--- src/rtl/gpio_intr_ctrl.sv ---
// GPIO input stage: synchroniser, optional glitch filter, edge/level interrupts.
// Optional filter enabled by defining GPIO_INPUT_FILTER_EN.
module gpio_intr_ctrl #(
    parameter int WIDTH         = 32,
    parameter int SYNC_STAGES   = 2,
    parameter int FILTER_CYCLES = 16
) (
    input  logic             clk_i,
    input  logic             rst_ni,
    input  logic [WIDTH-1:0] cio_gpio_i,
    input  logic [WIDTH-1:0] intr_en_rising_i,
    input  logic [WIDTH-1:0] intr_en_falling_i,
    input  logic [WIDTH-1:0] intr_en_lvlhigh_i,
    input  logic [WIDTH-1:0] intr_en_lvllow_i,
    input  logic [WIDTH-1:0] intr_enable_i,
    input  logic [WIDTH-1:0] intr_state_clr_i,
    input  logic             intr_state_clr_qe_i,
    input  logic [WIDTH-1:0] intr_test_i,
    input  logic             intr_test_qe_i,
    input  logic [WIDTH-1:0] filter_en_i,
    output logic [WIDTH-1:0] data_in_o,
    output logic [WIDTH-1:0] intr_state_o,
    output logic [WIDTH-1:0] intr_gpio_o
);

    logic [WIDTH-1:0] sync_q [SYNC_STAGES];
    logic [WIDTH-1:0] sync_s;
    logic [WIDTH-1:0] data_s;
    logic [WIDTH-1:0] prev_q;
    logic [WIDTH-1:0] state_q;
    logic [WIDTH-1:0] state_d;
    logic [WIDTH-1:0] evt;
    logic [WIDTH-1:0] clr_m;
    logic [WIDTH-1:0] test_m;

    always_ff @(posedge clk_i or negedge rst_ni) begin
        if (!rst_ni) begin
            for (int i = 0; i < SYNC_STAGES; i++) sync_q[i] <= '0;
        end else begin
            sync_q[0] <= cio_gpio_i;
            for (int i = 1; i < SYNC_STAGES; i++) sync_q[i] <= sync_q[i-1];
        end
    end

    assign sync_s = sync_q[SYNC_STAGES-1];

`ifdef GPIO_INPUT_FILTER_EN
    localparam int CW = $clog2(FILTER_CYCLES);
    localparam logic [CW-1:0] CNT_MAX = CW'(FILTER_CYCLES - 1);

    logic [WIDTH-1:0] filt_q;
    logic [WIDTH-1:0] filt_d;
    logic [CW-1:0]    cnt_q [WIDTH];
    logic [CW-1:0]    cnt_d [WIDTH];

    // A bit only flips after it has differed for FILTER_CYCLES straight cycles
    always_comb begin
        filt_d = filt_q;
        for (int b = 0; b < WIDTH; b++) begin
            cnt_d[b] = cnt_q[b];
            if (!filter_en_i[b]) begin
                filt_d[b] = sync_s[b];
                cnt_d[b]  = '0;
            end else if (sync_s[b] == filt_q[b]) begin
                cnt_d[b] = '0;
            end else if (cnt_q[b] == CNT_MAX) begin
                filt_d[b] = ~filt_q[b];
                cnt_d[b]  = '0;
            end else begin
                cnt_d[b] = cnt_q[b] + CW'(1);
            end
        end
    end

    always_ff @(posedge clk_i or negedge rst_ni) begin
        if (!rst_ni) begin
            filt_q <= '0;
            for (int b = 0; b < WIDTH; b++) cnt_q[b] <= '0;
        end else begin
            filt_q <= filt_d;
            for (int b = 0; b < WIDTH; b++) cnt_q[b] <= cnt_d[b];
        end
    end

    assign data_s = filt_q;
`else
    logic unused_filter_en;
    assign unused_filter_en = ^filter_en_i;
    assign data_s = sync_s;
`endif

    assign evt = (data_s & ~prev_q & intr_en_rising_i)
               | (~data_s & prev_q & intr_en_falling_i)
               | (data_s & intr_en_lvlhigh_i)
               | (~data_s & intr_en_lvllow_i);

    assign clr_m  = intr_state_clr_qe_i ? intr_state_clr_i : '0;
    assign test_m = intr_test_qe_i ? intr_test_i : '0;

    // Sets are OR-ed after the clear so they win in the same cycle
    assign state_d = (state_q & ~clr_m) | evt | test_m;

    always_ff @(posedge clk_i or negedge rst_ni) begin
        if (!rst_ni) begin
            prev_q  <= '0;
            state_q <= '0;
        end else begin
            prev_q  <= data_s;
            state_q <= state_d;
        end
    end

    assign data_in_o    = data_s;
    assign intr_state_o = state_q;
    assign intr_gpio_o  = state_q & intr_enable_i;

endmodule
--- config.mk ---
export PLATFORM = sky130hd
export DESIGN_NAME = gpio_intr_ctrl
export DESIGN_NICKNAME = d
export VERILOG_FILES = /design/src/rtl/gpio_intr_ctrl.sv
export SDC_FILE = /design/constraint.sdc
export NUM_CORES = 1
export LEC_CHECK = 0
export CAP_MARGIN = 5
export CORE_AREA = 5 5 148 150
export CTS_CLUSTER_DIAMETER = 60
export DETAILED_ROUTE_END_ITERATION = 8
export DIE_AREA = 0 0 153 155
export PLACE_DENSITY_LB_ADDON = 0.05
export RECOVER_POWER = 25
export SLEW_MARGIN = 10
export SYNTH_ARGS = -nofsm -noshare
export SYNTH_HDL_FRONTEND = slang
export SYNTH_SLANG_ARGS = --single-unit
--- constraint.sdc ---
create_clock -name clk_i -period 1.2 [get_ports clk_i]
set_clock_uncertainty 0.2 [all_clocks]
set_input_delay 0.3 -clock clk_i [delete_from_list [all_inputs] [get_ports clk_i]]
set_output_delay 0.3 -clock clk_i [all_outputs]
set_load 0.1 [all_outputs]
==> results of run 1 <==
routing by layer:
layer  GRT usage  wire length (um)
met3      0.0643              1540
met1       0.165              6950
met4      0.0645               401
met2       0.291             10900
met5           0                 0
repair_timing:
item	4_1_cts	5_1_grt
buffers inserted	36	11
resized for setup	60	39
pin swaps	37	10
endpoints found under the setup margin	102	120
hold endpoints to repair	128	0
hold buffers	1	0
cloned	0	0
kinds of logic after synthesis:
| family | count (synthesis) |
|---|---|
| flops | 128 |
| buf+inv | 38 |
| compound gates | 96 |
| simple gates | 128 |
power by group:
part           switching [mW]  internal (mW)  total [mW]
clock                    1.93           3.95        5.88
combinational            2.01           1.91        3.93
sequential              0.156           4.57        4.72
total                    4.10           10.4        14.5
per-stage QoR:
stage | power (mW) | util | instance area, um2 | worst slack [ns] | cells
4_1_cts | 14.7 | 0.546 | 11200 | -0.528 | 1093
3_5_place_dp | 8.54 | 0.490 | 10100 | -0.436 | 1025
6_report | 14.5 | 0.558 | 11500 | -0.508 | 1107
2_1_floorplan | 6.55 | - | 5100 | -0.291 | 390
3_3_place_gp | 8.50 | 0.490 | 10100 | -0.427 | 1025
5_1_grt | 15.1 | 0.557 | 11500 | -0.542 | 1106
cell usage in the layout (no fill, tap or decap), types with 12 or more instances in the layout:
cell             synthesis  layout
a22oi_1                 30      12
dlygate4sd3_1            0      33
buf_6                    3      45
and2_4                   0      32
buf_12                   0     103
nand2_1                 32      32
a211oi_1                32      19
nor2b_1                 32      32
dfrtp_1                128      81
clkdlybuf4s50_1          0     224
buf_4                   32      35
dfrtp_2                  0      15
o21ai_1                 30      31
a22oi_2                  2      20
dfrtp_4                  0      32
nor3b_1                 32      29
a211oi_2                 0      13
clkbuf_16                0      17
final timing paths:
| path | slack [ns] | startpoint | to | depth (start not counted) |
|---|---|---|---|---|
| setup reg to reg | -0.13 | intr_state_o[8] | intr_state_o[8] | 5 |
| setup / recovery | -0.51 | intr_state_o[30] | intr_gpio_o[30] | 2 |
| max in group asynchronous | 0.03 | rst_ni | intr_state_o[15] | 3 |
| min in group asynchronous | 0.17 | rst_ni | data_in_o[26] | 2 |
| hold reg to reg | 0.14 | sync_q[46] | data_in_o[14] | 0 |
| hold / removal | 0.14 | sync_q[46] | data_in_o[14] | 0 |
registers in the layout, indices dropped and copies added, names as in the netlist:
register,count
data_in_o,32
intr_state_o,32
prev_q,32
sync_q,32
synthesized netlist by cell type, drive strengths merged:
| master | count | area, um2 |
|---|---|---|
| dfrtp | 128 | 3200 |
| buf | 38 | 289 |
| a211oi | 32 | 240 |
| a22oi | 32 | 250 |
| and2 | 32 | 200 |
| nand2 | 32 | 120 |
| nor2b | 32 | 200 |
| nor3b | 32 | 240 |
| o21ai | 32 | 160 |
area by class of cell:
type                            instances  area (um2)  area share
Sequential cell                       128        3340       0.292
Clock inverter                         13         236      0.0206
Timing Repair Buffer                  443        5420       0.473
Multi-Input combinational cell        224        1670       0.145
Antenna cell                            6        15.0     0.00131
Tap cell                              275         344      0.0300
Clock buffer                           18         439      0.0383
==> metrics.md, run 1 <==
| Metric | Value |
|---|---|
| Post-DRT Antenna Nets | `0` |
| CP Class | `register to output port` |
| Maxcap violations | `0` |
| Hold_ws | `0.144 ns` |
| Die Y | `155 um` |
| Synth Net Count | `~700` |
| P_leak | `4.72 nW` |
| Avg Cell Area, Syn | `12.6 um2` |
| Row cnt | `between 50 and 60` |
| Max stage delay on crit path | `just under 0.5 ns` |
| Synth-to-Final Area Change | `134%` |
| FF+latch count, synth | `between 100 and 150` |
| Cell area after synthesis | `4900 um2` |
| Max Slew Vio Count | `0` |
| Total grt overflow | `0` |
| Cell area power density | `1270 nW/um2` |
| Outcome | `complete, but fails checks` |
| RSZ-0062 raised after global routing | `yes` |
| Compound-Gate Fraction of Synth Area | `0.133` |
| Top Family by Delay on Critical Path | `flip-flops` |
| CTS sink count | `128` |
| Initial antenna violation count | `7` |
| Mux contribution to synthesized area | `0` |
| Clock tree root buffer cell | `clkbuf_16` |
| Iter 0 DRT Violations | `114` |
| Routed WL | `19.8 mm` |
| Largest net degree at the start of global routing | `44` |
| Post-Synth Simple-Gate Area | `0.155` |
| CP Buf/Inv Count | `1` |
| Initial core utilization | `0.239` |
| Clk buf depth | `2` |
| Crit path required time | `~0.7 ns` |
| Core area | `20,600 um2` |
| Peak fanout along the critical path | `2` |
| Clock buffer count from CTS | `17` |
| Width of the chip | `153 um` |
| Slew Limit Headroom | `0.711` |
| Setup TNS | `-40.85 ns` |
| # fillers | `1,738` |
| Largest family of logic cells by synthesized area | `simple AND/OR/NAND/NOR gates` |
| Final nets | `1,106` |
| Final critical-path setup slack | `-0.508 ns` |
| Routed wire length per instance | `17.8 um` |
| DRC Markers | `0` |
| Hold Vio Cnt, Final | `0` |
| Worst Max-Slew Pin Slew | `about 0.43 ns` |
| XOR/XNOR Fraction of Synth Area | `0` |
| Global-route wire length before repair | `29.2 mm` |
| Via/cell ratio | `4.21` |
| Adder-cell area share of the yosys netlist | `0` |
| Unique cell type count in the Yosys netlist | `13` |
| GRT Util Overall | `0.160` |
| Failing checks | `setup timing` |
| H-tree Lvls | `4` |
| TritonCTS clock tree | `done` |
| CP arrival | `1.21 ns` |
| Ports | `between 300 and 400` |
| Post-synthesis sequential area ratio | `0.653` |
| Final Wtd Congestion | `about 0.79` |
| DRT Pass-1 Iters | `4` |
| Setup violators final | `107` |
| Vias in the first global route | `approximately 5.2k` |
| DR vias | `between 4k and 5k` |
| Crit path time final | `1.71 ns` |
| Slowest CP cell | `dfrtp_4` |
| Die area | `23,700 um2` |
| Worst-Skew Late Latency | `0.41 ns` |
| Startpoint Class | `register` |
| Achievable frequency | `585 MHz` |
| Crit end category | `output port` |
| Clock slew at reported path FFs | `~0.06 ns` |
| Synth warnings | `0` |
| DP HPWL | `15.7 mm` |
| Worst-path cell chain | `and2_4 > buf_12` |
| PortBufs | `355` |
| Layout cells sized above 1 | `0.403` |
| Final worst path period share | `1.42` |
| Cells after Synth | `390` |
| Maximum VDD drop | `912 uV` |
| Hold Path Class | `register to register` |
Power figures use the tool's default switching activity.
==> run 2, diff against run 1 <==
--- a/config.mk
+++ b/config.mk
@@ -6,10 +6,11 @@
 export NUM_CORES = 1
 export LEC_CHECK = 0
 export CAP_MARGIN = 5
-export CORE_AREA = 5 5 148 150
+export CORE_AREA = 2 2 149 151
 export CTS_CLUSTER_DIAMETER = 60
+export CTS_CLUSTER_SIZE = 28
 export DETAILED_ROUTE_END_ITERATION = 8
-export DIE_AREA = 0 0 153 155
+export DIE_AREA = 0 0 151 153
 export PLACE_DENSITY_LB_ADDON = 0.05
 export RECOVER_POWER = 25
 export SLEW_MARGIN = 10
==> run 2 against run 1 <==
The flow still finishes with violations (setup timing). Non-clock buffer count grew 6. Core utilization decreased by 2.2 points. First-iteration DRC count down 46%. Flip-flop and latch count is the same. Via count is 1.5% higher. Global-route usage grew 0.98 points. Final cell count is 0.81% higher. Clock-buffer cell count increased by 2. Register-to-register slack hardly changed. Maximum frequency down 0.13%. Design area grew 0.38%. Sequential share of layout area fell by 0.14 points. Critical path type unchanged. Largest power group unchanged.
==> metrics.md, run 2 (synthesized netlist as in run 1, its figures left out) <==
| Metric | Value |
|---|---|
| Via/cell ratio | `4.24 (was 4.21)` |
| Hold_ws | `0.110 ns (was 0.144 ns)` |
| Slew Limit Headroom | `0.815 (was 0.711)` |
| Die area | `23,100 um2 (was 23,700 um2)` |
| Routed WL | `19.8 mm (about the same)` |
| Crit path time final | `1.71 ns (about the same)` |
| GRT Util Overall | `0.170 (was 0.160)` |
| Largest net degree at the start of global routing | `25 (was 44)` |
| Final worst path period share | `1.43 (was 1.42)` |
| CTS sink count | `128 (unchanged)` |
| Hold Path Class | `input pin to asynchronous set/reset pin (was register to register)` |
| Layout cells sized above 1 | `0.415 (was 0.403)` |
| R2R depth | `5 (unchanged)` |
| Power Total | `14.1 mW (was 14.5 mW)` |
| R2R Setup Slk | `-0.12 ns (was -0.13 ns)` |
| Vias in the first global route | `5,227 (was 5,184)` |
| Setup violators final | `112 (was 107)` |
| Clk buf depth | `2 (unchanged)` |
| Final critical-path setup slack | `-0.510 ns (was -0.508 ns)` |
| Crit path required time | `0.70 ns (about the same)` |
| DRT Pass-1 Iters | `4 (unchanged)` |
| Cell area power density | `1220 nW/um2 (was 1270 nW/um2)` |
| DRC Markers | `0 (unchanged)` |
| Failing checks | `setup timing (unchanged)` |
| Clock slew at reported path FFs | `0.06 ns (about the same)` |
| Peak fanout along the critical path | `2 (unchanged)` |
| Die Y | `153 um (was 155 um)` |
| Gate power share | `0.283 (was 0.270)` |
| Clock buffer count from CTS | `17 (unchanged)` |
| PortBufs | `355 (unchanged)` |
| Maximum VDD drop | `898 uV (was 912 uV)` |
| Switch share | `0.292 (was 0.282)` |
| Startpoint Class | `register (unchanged)` |
| Width of the chip | `151 um (was 153 um)` |
| DP HPWL | `15.3 mm (was 15.7 mm)` |
| Global-route wire length before repair | `29.2 mm (about the same)` |
| Iter 0 DRT Violations | `62 (was 114)` |
| Critical R2R Launch | `intr_state_o[1] (was intr_state_o[8])` |
| Max Slew Vio Count | `0 (unchanged)` |
| Routed wire length per instance | `17.7 um (was 17.8 um)` |
| Hold Vio Cnt, Final | `0 (unchanged)` |
| Worst-Skew Late Latency | `0.41 ns (about the same)` |
| DP Area | `10,100 um2 (about the same)` |
| H-tree Lvls | `4 (unchanged)` |
| Outcome | `complete, but fails checks (unchanged)` |
| Design Area, Final | `11,500 um2 (about the same)` |
| Sw Pwr | `4.11 mW (was 4.10 mW)` |
| Initial core utilization | `0.228 (was 0.239)` |
| Flop pwr share | `0.336 (was 0.325)` |
| Row cnt | `54 (was 53)` |
| Most frequent cells in the layout | `clkdlybuf4s50_1, buf_12, dfrtp_1 (unchanged)` |
| DR vias | `4,731 (was 4,662)` |
| Crit end category | `output port (unchanged)` |
| Ports | `388 (unchanged)` |
| CP Class | `register to output port (unchanged)` |
| Initial antenna violation count | `6 (was 7)` |
| Core area | `21,500 um2 (was 20,600 um2)` |
| Clock tree root buffer cell | `clkbuf_16 (unchanged)` |
| Worst Max-Slew Pin Slew | `0.277 ns (was 0.433 ns)` |
| Reg2Reg Capture Point | `intr_state_o[1] (was intr_state_o[8])` |
| CP arrival | `1.21 ns (about the same)` |
| Post-DRT Antenna Nets | `0 (unchanged)` |
| Maxcap violations | `0 (unchanged)` |
| P_leak | `4.74 nW (was 4.72 nW)` |
| RSZ-0062 raised after global routing | `yes (unchanged)` |
| TritonCTS clock tree | `done (unchanged)` |
| Clock group share of total power | `0.381 (was 0.405)` |
| Final core utilization | `0.535 (was 0.558)` |
| Pint | `9.94 mW (was 10.4 mW)` |
| Total grt overflow | `0 (unchanged)` |
| Final nets | `1,112 (was 1,106)` |
| Final Wtd Congestion | `0.778 (was 0.793)` |
| # fillers | `1,858 (was 1,738)` |
| Synth-to-Final Area Change | `135% (was 134%)` |
| Achievable frequency | `585 MHz (about the same)` |
| Commonest non-fill, non-tap cell in the layout | `clkdlybuf4s50_1 (unchanged)` |
## run 2: cell count changes in the layout (fill, tap and decap cells not counted), moves of 3 or more
cell,delta
a211oi_2,+5
a22oi_2,+3
diode_2,-3
dfrtp_1,+3
a211oi_1,-5
buf_4,+5
dfrtp_2,-3
a22oi_1,-3
bufinv_16,-3
## run 2: layout make-up
type,count,area [um2],area share
sequential,128,3340,0.290
clock inverter,12,156,0.0136
clock buffer,20,467,0.0406
antenna,3,7.51,0.000653
multi-input combinational,224,1710,0.149
timing repair buffer,449,5470,0.476
tap,280,350,0.0305
## run 2: critical path, cell delays in order, from the launching register on
cell and delay, ns:
dfrtp_4 0.48, and2_4 0.16, buf_12 0.16
## run 2: timing repair
action / CTS / global route
gates resized for setup: 54 / 53
hold buffers: 1 / 0
buffers inserted: 38 / 15
pin swaps: 38 / 13
gates cloned: 0 / 0
endpoints found under the setup margin: 105 / 123
hold endpoints to repair: 128 / 0
## run 2: power by group through the flow
stage,Clock [mW],Combinational [mW],Sequential (mW)
after floorplan,0,1.44,5.12
after global placement,0,3.71,4.80
after detailed placement,0,3.74,4.81
after CTS,5.49,3.93,4.72
after global routing,5.73,4.14,4.75
final,5.35,3.98,4.72
## run 2: stage by stage
stage | cells | setup slack, ns | TNS, ns
global placement | 1031 | -0.446 | -20.10
global route | 1116 | -0.546 | -45.76
floorplan | 390 | -0.291 | -9.16
finish | 1116 | -0.510 | -41.23
CTS | 1102 | -0.528 | -43.02
detailed placement | 1031 | -0.439 | -21.06
## run 2: metal layers
metal,global-route usage,vias to the layer above,share of wire
li1,-,2211,-
met1,0.173,2274,0.35
met2,0.318,218,0.55
met3,0.0588,26,0.086
met4,0.0619,2,0.019
met5,0,-,0.00051
## run 2: worst max-delay path by stage
| stage | start | end | slack (ns) | cells after the start |
|---|---|---|---|---|
| after CTS | intr_state_o[0] | intr_gpio_o[0] | -0.53 | 2 |
| after detailed placement | intr_enable_i[0] | intr_gpio_o[0] | -0.44 | 3 |
| after global routing | intr_state_o[0] | intr_gpio_o[0] | -0.55 | 2 |
| after floorplan | intr_state_o[1] | intr_gpio_o[1] | -0.29 | 1 |
| final | intr_state_o[0] | intr_gpio_o[0] | -0.51 | 2 |
| after global placement | intr_enable_i[0] | intr_gpio_o[0] | -0.45 | 3 |
==> run 3, diff against run 2 <==
==> constraint.sdc (replaced) <==
create_clock -name clk_i -period 1.75 [get_ports clk_i]
set_clock_uncertainty 0.2 [all_clocks]
set_input_delay 0.4375 -clock clk_i [delete_from_list [all_inputs] [get_ports clk_i]]
set_output_delay 0.4375 -clock clk_i [all_outputs]
set_load 0.1 [all_outputs]
==> run 3 against run 2 <==
The run still ends with setup timing left. Global-route usage is 0.79 points lower. First-iteration DRC count increased by 97%. Via count shrank 5.0%. Clock power fell by 36%. Sequential power is 31% lower. Flip-flop and latch count unchanged. Die area did not move. Combinational power shrank 36%. Core utilization is 3.6 points lower. Routed wire length decreased by 6.1%. Register-to-register slack better by 0.63 ns. Clock-buffer cell count is 1 lower. Largest cell class unchanged.
==> metrics.md, run 3 (synthesized netlist as in run 1, its figures left out) <==
| Metric | Value |
|---|---|
| Outcome | `complete, but fails checks (unchanged)` |
| Failing checks | `setup timing (unchanged)` |
| PortBufs | `355 (unchanged)` |
| CP Class | `register to output port (unchanged)` |
| Setup violators final | `38 (was 112)` |
| R2R depth | `4 (was 5)` |
| Width of the chip | `151 um (unchanged)` |
| Layout cells sized above 1 | `0.319 (was 0.415)` |
| Maxcap violations | `0 (unchanged)` |
| Slowest CP cell | `dfrtp_2 (was dfrtp_4)` |
| Worst Max-Slew Pin Slew | `0.324 ns (was 0.277 ns)` |
| P_leak | `4.51 nW (was 4.74 nW)` |
| Initial antenna violation count | `2 (was 6)` |
| Final core utilization | `0.500 (was 0.535)` |
| Vias in the first global route | `5,029 (was 5,227)` |
| RSZ-0062 raised after global routing | `yes (unchanged)` |
| Clock slew at reported path FFs | `0.06 ns (about the same)` |
| Maximum VDD drop | `604 uV (was 898 uV)` |
| Design Area, Final | `10,700 um2 (was 11,500 um2)` |
| Die Y | `153 um (unchanged)` |
| Final nets | `1,071 (was 1,112)` |
| Slew Limit Headroom | `0.784 (was 0.815)` |
| R2R Setup Slk | `0.51 ns (was -0.12 ns)` |
| Commonest non-fill, non-tap cell in the layout | `clkdlybuf4s50_1 (unchanged)` |
| Top Family by Delay on Critical Path | `flip-flops (unchanged)` |
| Non-filler cells, final | `1,074 (was 1,116)` |
| Core area | `21,500 um2 (unchanged)` |
| Final Wtd Congestion | `0.762 (was 0.778)` |
| Initial core utilization | `0.228 (unchanged)` |
| Hold Path Class | `register to register (was input pin to asynchronous set/reset pin)` |
| Total grt overflow | `0 (unchanged)` |
| # fillers | `1,928 (was 1,858)` |
| Cell area power density | `854 nW/um2 (was 1220 nW/um2)` |
| GRT Util Overall | `0.162 (was 0.170)` |
| Crit end category | `output port (unchanged)` |
| Worst Hold End | `data_in_o[8]` |
| Worst slack at placement | `-0.119 ns (was -0.439 ns)` |
| Most frequent cells in the layout | `clkdlybuf4s50_1, buf_12, dfrtp_1 (unchanged)` |
| Routed wire length per instance | `17.3 um (was 17.7 um)` |
| CTS sink count | `128 (unchanged)` |
| Reg2Reg Capture Point | `intr_state_o[31] (was intr_state_o[1])` |
| Hold Vio Cnt, Final | `0 (unchanged)` |
| Critical R2R Launch | `intr_state_o[31] (was intr_state_o[1])` |
| DP HPWL | `14.8 mm (was 15.3 mm)` |
| Setup TNS | `-0.637 ns (was -41.23 ns)` |
| Placed cell count | `999 (was 1,031)` |
| Worst-path cell chain | `and2_4 > buf_12 (unchanged)` |
| DP Area | `9740 um2 (was 10,100 um2)` |
| Routed WL | `18.6 mm (was 19.8 mm)` |
| H-tree Lvls | `4 (unchanged)` |
| Final critical-path setup slack | `-0.0510 ns (was -0.510 ns)` |
| Ports | `388 (unchanged)` |
| Crit path required time | `1.11 ns (was 0.70 ns)` |
| Via/cell ratio | `4.19 (was 4.24)` |
| Clock buffer count from CTS | `17 (unchanged)` |
| Worst-Skew Late Latency | `0.41 ns (about the same)` |
| Worst Hold Path Cells | `0` |
| Largest net degree at the start of global routing | `29 (was 25)` |
| TritonCTS clock tree | `done (unchanged)` |
| Die area | `23,100 um2 (unchanged)` |
| Clock tree root buffer cell | `clkbuf_16 (unchanged)` |
| Peak fanout along the critical path | `3 (was 2)` |
| Crit path time final | `~1.8 ns` |
| DR vias | `4,495 (was 4,731)` |
| CP Buf/Inv Count | `1 (unchanged)` |
| Clk buf depth | `2 (unchanged)` |
| Row cnt | `54 (unchanged)` |
| Hold Startpoint | `sync_q[40]` |
| CP arrival | `1.16 ns (was 1.21 ns)` |
| Final worst path period share | `1.03` |
| Max Slew Vio Count | `0 (unchanged)` |
| Achievable frequency | `between 500 and 600 MHz` |
| DRT Pass-1 Iters | `4 (unchanged)` |
| Synth-to-Final Area Change | `119% (was 135%)` |
| Post-DRT Antenna Nets | `0 (unchanged)` |
| Startpoint Class | `register (unchanged)` |
| Global-route wire length before repair | `28.0 mm (was 29.2 mm)` |
| Max stage delay on crit path | `0.44 ns (was 0.48 ns)` |
| DRC Markers | `0 (unchanged)` |
| Iter 0 DRT Violations | `122 (was 62)` |
## run 3: repair_timing
item                                    in CTS  in global routing
endpoints found under the setup margin      35                 66
endpoints found under the hold margin       20                  0
resized for setup                           61                  7
pin swaps                                   29                 28
hold buffers                                 1                  0
buffers inserted                            36                  4
## run 3: area by class of cell
type / count / area (um2) / area share
Sequential cell: 128 / 3250 / 0.303
Antenna cell: 2 / 5.00 / 0.000466
Clock inverter: 13 / 129 / 0.0120
Tap cell: 280 / 350 / 0.0326
Multi-Input combinational cell: 224 / 1490 / 0.139
Clock buffer: 19 / 453 / 0.0422
Timing Repair Buffer: 408 / 5060 / 0.471
## run 3: worst max path at each step
stage / start / end / slack (ns) / cells past startpoint
after floorplan: intr_state_o[1] / intr_gpio_o[1] / 0.007 / 1
after global placement: intr_enable_i[3] / intr_gpio_o[3] / -0.12 / 3
after detailed placement: intr_enable_i[26] / intr_gpio_o[26] / -0.12 / 3
after CTS: intr_state_o[29] / intr_gpio_o[29] / -0.09 / 2
after global routing: intr_state_o[12] / intr_gpio_o[12] / -0.09 / 2
final: intr_state_o[12] / intr_gpio_o[12] / -0.05 / 2
## run 3: metal layers
layer / track usage / routed length (um) / vias to the layer above
met5: 0 / 0 / -
met1: 0.166 / 6400 / 2136
li1: - / - / 2136
met2: 0.299 / 10000 / 201
met4: 0.0561 / 383 / 0
met3: 0.0609 / 1720 / 22
## run 3: report_power, final
part	switching [mW]	internal, mW
sequential	0.122	3.11
combinational	1.32	1.21
clock	1.35	2.05
## run 3: through the flow
stage	hold WS (ns)	total power, mW
global placement	0.133	5.76
finish	0.145	9.17
detailed placement	0.135	5.78
CTS	0.148	9.32
global route	0.152	9.56
floorplan	-0.0581	4.47
